### src/rtl/imm_gen_stage.sv
// Registered RISC-V immediate-generation stage: decodes the immediate at capture and
// presents it behind a valid/ready handshake, optionally through a two-entry skid buffer.
module imm_gen_stage #(
  parameter int unsigned XLEN  = 32,
  parameter int unsigned SKID  = 1,
  parameter int unsigned TAG_W = 5
) (
  input  logic             clk,
  input  logic             rst_n,
  input  logic             flush_i,
  input  logic             in_valid,
  output logic             in_ready,
  input  logic [31:0]      inst_code,
  input  logic [TAG_W-1:0] in_tag,
  output logic             out_valid,
  input  logic             out_ready,
  output logic [XLEN-1:0]  Imm_out,
  output logic [2:0]       fmt_out,
  output logic [TAG_W-1:0] out_tag
);

  localparam int unsigned EntW = XLEN + 3 + TAG_W;

  localparam logic [2:0] FmtNone = 3'd0;
  localparam logic [2:0] FmtI    = 3'd1;
  localparam logic [2:0] FmtS    = 3'd2;
  localparam logic [2:0] FmtB    = 3'd3;
  localparam logic [2:0] FmtU    = 3'd4;
  localparam logic [2:0] FmtJ    = 3'd5;
  localparam logic [2:0] FmtZ    = 3'd6;

  typedef enum logic [1:0] {StEmpty, StOne, StTwo} state_e;

  state_e            state_q, state_d;
  logic              ready_q, ready_d;
  logic [EntW-1:0]   out_q, out_d;
  logic [EntW-1:0]   skid_q, skid_d;
  logic [EntW-1:0]   dec_entry;
  logic [31:0]       imm32;
  logic [2:0]        dec_fmt;
  logic [XLEN-1:0]   imm_ext;
  logic              in_fire, out_fire;

  // Every format fits a sign-extended 32-bit value (zimm has bit 31 clear), so one
  // 32-bit result is built and then widened to XLEN.
  always_comb begin
    imm32   = '0;
    dec_fmt = FmtNone;
    case (inst_code[6:0])
      7'b0000011, 7'b0010011, 7'b1100111: begin
        imm32   = {{20{inst_code[31]}}, inst_code[31:20]};
        dec_fmt = FmtI;
      end
      7'b0011011: begin
        if (XLEN == 64) begin
          imm32   = {{20{inst_code[31]}}, inst_code[31:20]};
          dec_fmt = FmtI;
        end
      end
      7'b0100011: begin
        imm32   = {{20{inst_code[31]}}, inst_code[31:25], inst_code[11:7]};
        dec_fmt = FmtS;
      end
      7'b1100011: begin
        imm32   = {{20{inst_code[31]}}, inst_code[7], inst_code[30:25], inst_code[11:8], 1'b0};
        dec_fmt = FmtB;
      end
      7'b0110111, 7'b0010111: begin
        imm32   = {inst_code[31:12], 12'b0};
        dec_fmt = FmtU;
      end
      7'b1101111: begin
        imm32   = {{12{inst_code[31]}}, inst_code[19:12], inst_code[20], inst_code[30:21], 1'b0};
        dec_fmt = FmtJ;
      end
      7'b1110011: begin
        if (inst_code[14]) begin
          imm32   = {27'b0, inst_code[19:15]};
          dec_fmt = FmtZ;
        end
      end
      default: ;
    endcase
    imm_ext       = {XLEN{imm32[31]}};
    imm_ext[31:0] = imm32;
  end

  assign dec_entry = {imm_ext, dec_fmt, in_tag};

  assign out_valid = (state_q != StEmpty);
  assign in_ready  = (SKID != 0) ? ready_q : (!out_valid || out_ready);
  assign in_fire   = in_valid && in_ready;
  assign out_fire  = out_valid && out_ready;

  assign {Imm_out, fmt_out, out_tag} = out_q;

  always_comb begin
    state_d = state_q;
    out_d   = out_q;
    skid_d  = skid_q;
    if (flush_i) begin
      state_d = StEmpty;
    end else begin
      case (state_q)
        StEmpty: begin
          if (in_fire) begin
            out_d   = dec_entry;
            state_d = StOne;
          end
        end
        StOne: begin
          if (in_fire && out_fire) begin
            out_d = dec_entry;
          end else if (in_fire) begin
            // Only reachable with the skid buffer: without it in_ready implies out_ready.
            skid_d  = dec_entry;
            state_d = StTwo;
          end else if (out_fire) begin
            state_d = StEmpty;
          end
        end
        StTwo: begin
          if (out_fire) begin
            out_d   = skid_q;
            state_d = StOne;
          end
        end
        default: state_d = StEmpty;
      endcase
    end
    ready_d = (state_d != StTwo);
  end

  always_ff @(posedge clk or negedge rst_n) begin
    if (!rst_n) begin
      state_q <= StEmpty;
      ready_q <= 1'b1;
      out_q   <= '0;
      skid_q  <= '0;
    end else begin
      state_q <= state_d;
      ready_q <= ready_d;
      out_q   <= out_d;
      skid_q  <= skid_d;
    end
  end

endmodule

### config.mk
export PLATFORM = sky130hd
export DESIGN_NAME = imm_gen_stage
export DESIGN_NICKNAME = d
export VERILOG_FILES = /design/src/rtl/imm_gen_stage.sv
export SDC_FILE = /design/constraint.sdc
export NUM_CORES = 1
export LEC_CHECK = 0
export BUFFER_PORTS_ARGS = -buffer_cell sky130_fd_sc_hd__buf_2
export CELL_PAD_IN_SITES_DETAIL_PLACEMENT = 1
export CELL_PAD_IN_SITES_GLOBAL_PLACEMENT = 2
export CORE_ASPECT_RATIO = 1.75
export CORE_MARGIN = 10
export CORE_UTILIZATION = 34
export CTS_BUF_LIST = sky130_fd_sc_hd__clkbuf_8 sky130_fd_sc_hd__clkbuf_16
export DETAILED_ROUTE_END_ITERATION = 8
export GPL_TIMING_DRIVEN = 0
export PLACE_DENSITY = 0.83
export SETUP_SLACK_MARGIN = 0.5
export SLEW_MARGIN = 40
export SYNTH_ARGS = -nofsm -noshare
export SYNTH_HDL_FRONTEND = slang
export SYNTH_SLANG_ARGS = --single-unit
### constraint.sdc
create_clock -name clk -period 1.92 [get_ports clk]
set_input_delay 0.192 -clock clk [delete_from_list [all_inputs] [get_ports clk]]
set_output_delay 0.192 -clock clk [all_outputs]
set_load 0.05 [all_outputs]
; ---- Word level (Yosys, flattened, before mapping)
; Cells that the tools add are included.
[classes]
eq_ne = 15
mux = 15
bitwise_logic = 2
reduce_logical = 10
[op_table]
columns = op, count
row1 = case mux 32 bit (6 select lines), 1
row2 = two-way mux 40 bit, 3
row3 = case mux 40 bit (3 select lines), 1
row4 = "== test 7 bit, second input constant", 4
row5 = case mux 3 bit (6 select lines), 1
row6 = "== test 7 x 5 -> 1 bit, second input constant", 2
row7 = "== test 7 x 6 -> 1 bit, second input constant", 2
row8 = two-way mux 2 bit, 6
row9 = "inequality test 2 bit, second input constant", 4
row10 = "== test 7 x 2 -> 1 bit, second input constant", 1
row11 = case mux 2 bit (3 select lines), 1
row12 = two-way mux 5 bit, 1
row13 = AND reduction 5 bit, 1
row14 = AND reduction 4 bit, 1
row15 = logical AND 1 bit, 3
row16 = two-way mux 3 bit, 1
row17 = nonzero test 3 bit, 1
row18 = OR reduction 3 bit, 1
row19 = "== test 2 x 1 -> 1 bit, second input constant", 1
row20 = "== test 2 bit, second input constant", 1
row21 = logical NOT 2 bit, 1
row22 = NOT 1 bit, 2
row23 = nonzero test 2 bit, 1
row24 = OR reduction 2 bit, 1
[word_totals]
register_bits = 83
output_inout_bits = 42
wordCells = 46

; ---- Logic depth before layout (Yosys ltp)
; Gate-level depths: netlist of run 1.
[logic_depth]
ltp_word = 8
mapped_depth = 8

; ---- Worst setup path after synthesis of run 1
; No wires, ideal clock.
[synth_path]
kind = flip-flop to flip-flop
startpoint = reg ready_q (netlist: in_ready)
endpoint = reg skid_q[13]
setup_ns = 0.121
t_arrival_ns = 1.801
t_required_ns = 1.799
path_slack_ns = -0.002
path_stages_with_launch = 6
n_path_buf = 2
path_cell_list = dfstp_2 -> nand4b_1 -> or3_1 -> buf_2 -> buf_2 -> a22o_1
[synth_via]
elab_chain_len = 4
[synth_rtl]
columns = element, line_no
row1 = from (decl), 35  ; logic ready_q, ready_d;
row2 = from (signal assigned), 142  ; ready_q <= ready_d;
row3 = logical AND 1 bit (*), 92  ; assign in_fire = in_valid && in_ready;
row4 = logical AND 1 bit, 112  ; if (in_fire && out_fire) begin
row5 = NOT 1 bit (no source line), -
row6 = AND reduction 4 bit (no source line) (*), -
row7 = to (signal assigned), 144  ; skid_q <= skid_d;
row8 = to (decl), 37  ; logic [EntW-1:0] skid_q, skid_d;
; Mark *: on every way between the ends. The rest lies on a longest branch, timed or not.
; A chain may end at the register's enable or synchronous reset.

; ---- Worst setup path in the final report of run 1
[layout_path]
startpoint = reg ready_q (netlist: in_ready)
endpoint = reg skid_q[14]
; The elaborated chain is that of the path after synthesis.

==> impl_metrics.toml, run 1 <==
[synth]
synth_fp_nets = 462
synth_edf_count = 0
ys_ff_latch = 83
ys_seq_area_frac = 0.508
synthesis.area_mm2 = 0.00409
avgSynthCellArea_um2 = 9.74
synth_most_common_cell = "dfrtp_1"
yosys-top-cells-count = "82 x dfrtp_1, 77 x nand2_1, 34 x nor2_1"
synth.distinct_cells = 55
synth_top_area_cell = "dfrtp_1"
ys_warn_count = 0
netlist_instances = 420
synth_flop_cell = "dfrtp_1"
synth_area_leaders = "dfrtp_1 50%, nand2_1 7.1%, a211oi_2 3.4%"
synthArstFlopShare = 1.00
synth_top_area_share = 0.501

[setup_path]
critPathMaxFanout = 6
worst-setup-path-type = "reg2reg"
critPathTopFamily = "simple AND/OR/NAND/NOR gates"
worst_setup_path_end_kind = "flip-flop"
crit_arrival_ps = 2010
crit_chain = "nand4b_1, or3_4, buf_8, clkbuf_16, a22o_1"
critPathLaunchType = "flip-flop"
cp.buffers_inverters = 2
critPathRequiredTime_ps = 2150
crit_path_top_delay_cell = "dfstp_2"
max_stage_delay_ps = 540

[floorplan]
io_pins = 84
start_util = 0.343
die_x_um = 103
die_h_um = 165
core_mm2 = 0.0119
rows = 53
dieArea_mm2 = 0.0170

[layout]
drive_gt1_frac = 0.472
n_antenna_cell = 0
n_fill_cell = 1323
layout.nets = 601
syn_to_final_growth_pct = 52.6

[timing]
final.setup_skew_ps = 6.36
fin_crit_ps = 1770
drv_slew = 0
fin_crit_sh = 0.924
slew_headroom = 0.686
rsz0062_at_grt = "true"
final.setup.worst_slack_ps = 146
fmax_ghz = 0.564
tightest_slew_ps = 468
tns_ps = 0
hold_violations = 0
setup_violations = 0

[clocking]
clk_pin_slew_ps = 60
cts_buffer_depth = 2
cts_tree = "yes"
cts_sinks = 83
clock_latency_ps = 350
root_buffer = "clkbuf_16"
htreeDepth = 3
numCtsBuffers = 9

[routing]
drt_pass1_iterations = 4
vias = 3967
ant_nets = 0
drt_iter0_drc = 109
wl_mm = 16.2
drt-vias-per-instance = 5.66
post-route-drc-count = 0
wl_per_cell_um = 23.1

[power_and_ir_drop]
peakVddDrop_mv = 0.511
power.density_mw_per_mm2 = 879
leakagePower_nw = 2.94

[placement]
io_buffer_count = 80
pre_cts_slack_ps = -134
gp_congestion = 0.808
dp.final_hpwl_mm = 10.6

[grt]
grt_first_pass_wirelength_mm = 24.8
grt_pass1_vias = 4541
grt_max_degree = 44
antenna_found_initial = 0
grt-ovfl-total = 0
grtUsageTotal = 0.192

[outcome]
outcome = "finished, final reports clean"

[run]
max-cap-violations = 0

[worst_hold_path]
hp-class = "in2reg"
==> worst register-to-register path, cell delays in order, from the launching register on <==
cell and delay, ps:
dfstp_2 540, nand4b_1 130, or3_4 460, buf_8 190, clkbuf_16 150, a22o_1 200
==> per-stage QoR <==
step	hold slack, ps	utilization	total power, mW	cell area (um2)	std cells
after floorplan	-104	-	2.94	4230	420
after global placement	412	0.402	3.28	4800	637
after detailed placement	141	0.405	3.33	4840	638
after CTS	65.3	0.504	5.39	6010	696
after global routing	77.7	0.523	5.72	6250	701
final	63.3	0.523	5.49	6250	701
==> layout by cell type (no fill, tap or decap), types with 10 or more instances in the layout <==
cell type and count:
dfrtp_1 82, buf_2 80, nand2_1 73, buf_6 24, buf_4 20, nor3_1 17, a31oi_1 16, nor2_2 16
buf_8 15, clkbuf_16 13, a221o_1 12, a211oi_2 11, nand3_2 10
==> sequential cells by signal, indices dropped and copies added (netlist names) <==
name / cells
in_ready: 1
out_q: 40
skid_q: 40
state_q: 2
==> final timing paths <==
check	slack, ps	depth (start not counted)	to	from
max in group asynchronous	970	3	in_ready	rst_n
max reg2reg	150	5	skid_q[14]	in_ready
min reg2reg	490	2	skid_q[0]	skid_q[0]
max	150	5	skid_q[14]	in_ready
min	60	3	skid_q[3]	in_tag[3]
min in group asynchronous	320	2	out_q[7]	rst_n
==> cell families (layout without fill, tap and decap cells) <==
family | count (synthesis) | count (layout) | synth area share
muxes | 5 | 5 | 0.0122
DFF | 83 | 83 | 0.508
and+or+nand+nor | 179 | 179 | 0.207
xor gates and xnor gates | 1 | 1 | 0.00214
AOI/OAI and AO/OA | 109 | 109 | 0.217
buffers and inverters | 43 | 187 | 0.0538
==> power breakdown <==
group / switching, mW / internal, mW
Clock: 0.727 / 1.11
Combinational: 0.911 / 0.557
Sequential: 0.190 / 1.99
==> what timing repair did <==
item	CTS	global route
hold endpoints to repair	40	0
hold buffers	1	0
resized for setup	98	54
pin swaps	29	13
setup buffers	31	4
setup endpoints to repair	84	85
cloned	10	1
==> metal layers <==
layer  global-route usage  wire (um)  vias to the layer above  part of all wire
li1                     -          -                     1810                 -
met3               0.0379        734                       35             0.045
met5                    0          0                        -                 0
met1                0.197       5810                     2003              0.36
met2                0.352       9070                      119              0.56
met4                0.101        614                        0             0.038
==> area by class of cell <==
type	count	area (um2)	share of cell area
Inverter	7	26.3	0.00421
Clock buffer	12	267	0.0427
Tap cell	137	171	0.0274
Multi-Input combinational cell	294	2180	0.349
Buffer	36	422	0.0675
Sequential cell	83	2080	0.333
Clock inverter	4	47.5	0.00761
Timing Repair Buffer	128	1060	0.169
No activity file was read; power rests on OpenSTA's default activity.
==> inputs of run 2 (changes only) <==
- CELL_PAD_IN_SITES_DETAIL_PLACEMENT: 1 -> 0
- CELL_PAD_IN_SITES_GLOBAL_PLACEMENT: 2 -> 1
- CORE_UTILIZATION: 34 -> 42
==> run 2 against run 1 <==
  * Sequential cell count stayed put
  * Power is 4.4% lower
  * Routed wire length is 13% lower
  * Largest cell class unchanged
==> impl_metrics.toml, run 2 (synthesis gave the netlist of run 1 again) <==
[placement]
io_buffer_count = 80
dp.final_hpwl_mm = 9.52
gp_congestion = 0.868

[setup_path]
worst_setup_path_end_kind = "flip-flop"
critPathLaunchType = "flip-flop"
r2r-end = "out_q[12]"
crit_arrival_ps = 1970
reg2reg_slack_ps = 180
worst-setup-path-type = "reg2reg"
r2r_cells = 7
timing.rr.start = "state_q[1]"
critPathRequiredTime_ps = 2150
critPathMaxFanout = 8

[timing]
rsz0062_at_grt = "true"
final.setup_skew_ps = 5.97
slew_headroom = 0.595
setup_violations = 0
fmax_ghz = 0.575
tightest_slew_ps = 602
fin_crit_ps = 1740
drv_slew = 0
hold_violations = 0
fin_crit_sh = 0.906

[routing]
post-route-drc-count = 0
drt_pass1_iterations = 4
wl_mm = 14.2
ant_nets = 0
drt-vias-per-instance = 5.80
vias = 3936
wl_per_cell_um = 20.9
drt_iter0_drc = 229

[grt]
grt_first_pass_wirelength_mm = 22.0
grtUsageTotal = 0.202
grt-ovfl-total = 0
grt_max_degree = 62
grt_pass1_vias = 4180
antenna_found_initial = 0

[floorplan]
rows = 47
die_x_um = 94.6
dieArea_mm2 = 0.0142
core_mm2 = 0.00947
io_pins = 84
start_util = 0.432
die_h_um = 151

[clocking]
cts_tree = "yes"
cts_buffer_depth = 2
root_buffer = "clkbuf_16"
clk_pin_slew_ps = 60
clock_latency_ps = 350
cts_sinks = 83
numCtsBuffers = 9
htreeDepth = 3

[layout]
syn_to_final_growth_pct = 49.1
final_util = 0.645
mostFrequentLayoutCells = "83 x buf_2, 81 x dfrtp_1, 77 x nand2_1"
layout.nets = 595
drive_gt1_frac = 0.445
mostFrequentLayoutCell = "buf_2"
reg.largest.list = "out_q: 40 flops, skid_q: 40 flops, state_q: 2 flops"
n_antenna_cell = 0

[worst_hold_path]
hold_path_depth = 3
hp-class = "in2reg"
hp-start = "in_tag[4]"
min_to = "skid_q[4]"

[run]
max-cap-violations = 0

[power_and_ir_drop]
finalPower_mw = 5.25
peakVddDrop_mv = 0.578
leakagePower_nw = 2.84
power.density_mw_per_mm2 = 860

[outcome]
outcome = "finished, final reports clean"
run 2: changes by cell type in the layout (fill, tap and decap cells not counted), sizes merged:
| cell | delta |
|---|---|
| buf | -3 |
| inv | +3 |
| bufinv | -1 |
| clkbuf | -4 |
| bufbuf | -1 |
| clkinv | -1 |
run 2: repair_timing:
item | 4_1_cts | 5_1_grt
hold buffers | 1 | 0
pin swaps | 17 | 13
endpoints found under the setup margin | 84 | 83
hold endpoints to repair | 22 | 0
setup buffers | 27 | 4
cloned | 8 | 1
gates resized for setup | 99 | 42
run 2: layout make-up:
type / count / area [um2]
Clock buffer: 10 / 239
Tap cell: 122 / 153
Buffer: 36 / 399
Inverter: 7 / 26.3
Multi-Input combinational cell: 294 / 2210
Clock inverter: 5 / 23.8
Timing Repair Buffer: 122 / 973
Sequential cell: 83 / 2080
Fill cell: 758 / 3370
run 2: where the power goes:
group / internal, mW / switching, mW / leakage, nW
sequential: 1.99 / 0.209 / 1.07
combinational: 0.567 / 0.895 / 1.63
clock: 0.888 / 0.697 / 0.138
run 2: worst max-delay path: stages, from the launching register on:
cell,delay [ps]
dfrtp_1,420
and4bb_2,260
buf_8,130
a31o_4,200
buf_8,130
buf_12,150
mux2i_1,110
a211o_1,220
run 2: worst max-delay path by stage:
stage | from | to | depth (start not counted)
floorplan | in_ready | skid_q[20] | 4
global placement | state_q[0] | out_q[18] | 6
detailed placement | inst_code[6] | skid_q[14] | 6
CTS | state_q[1] | out_q[12] | 7
global route | state_q[1] | out_q[38] | 8
finish | state_q[1] | out_q[12] | 7
run 2: routing by layer:
metal  global-route usage  part of all wire
met1                0.206              0.36
met2                0.359              0.54
met3               0.0523             0.057
met4                0.120             0.045
met5                    0                 0
run 2: metrics by stage:
stage | setup WS [ps] | area [um2] | hold WS (ps) | TNS [ps] | instances
floorplan | 60.3 | 4230 | -104 | 0 | 420
global placement | -71.5 | 4780 | 410 | -2430 | 622
detailed placement | -76.3 | 4820 | 63.7 | -633 | 623
CTS | 166 | 5890 | 62.0 | 0 | 674
global route | 119 | 6100 | 67.8 | 0 | 679
finish | 180 | 6100 | 62.4 | 0 | 679
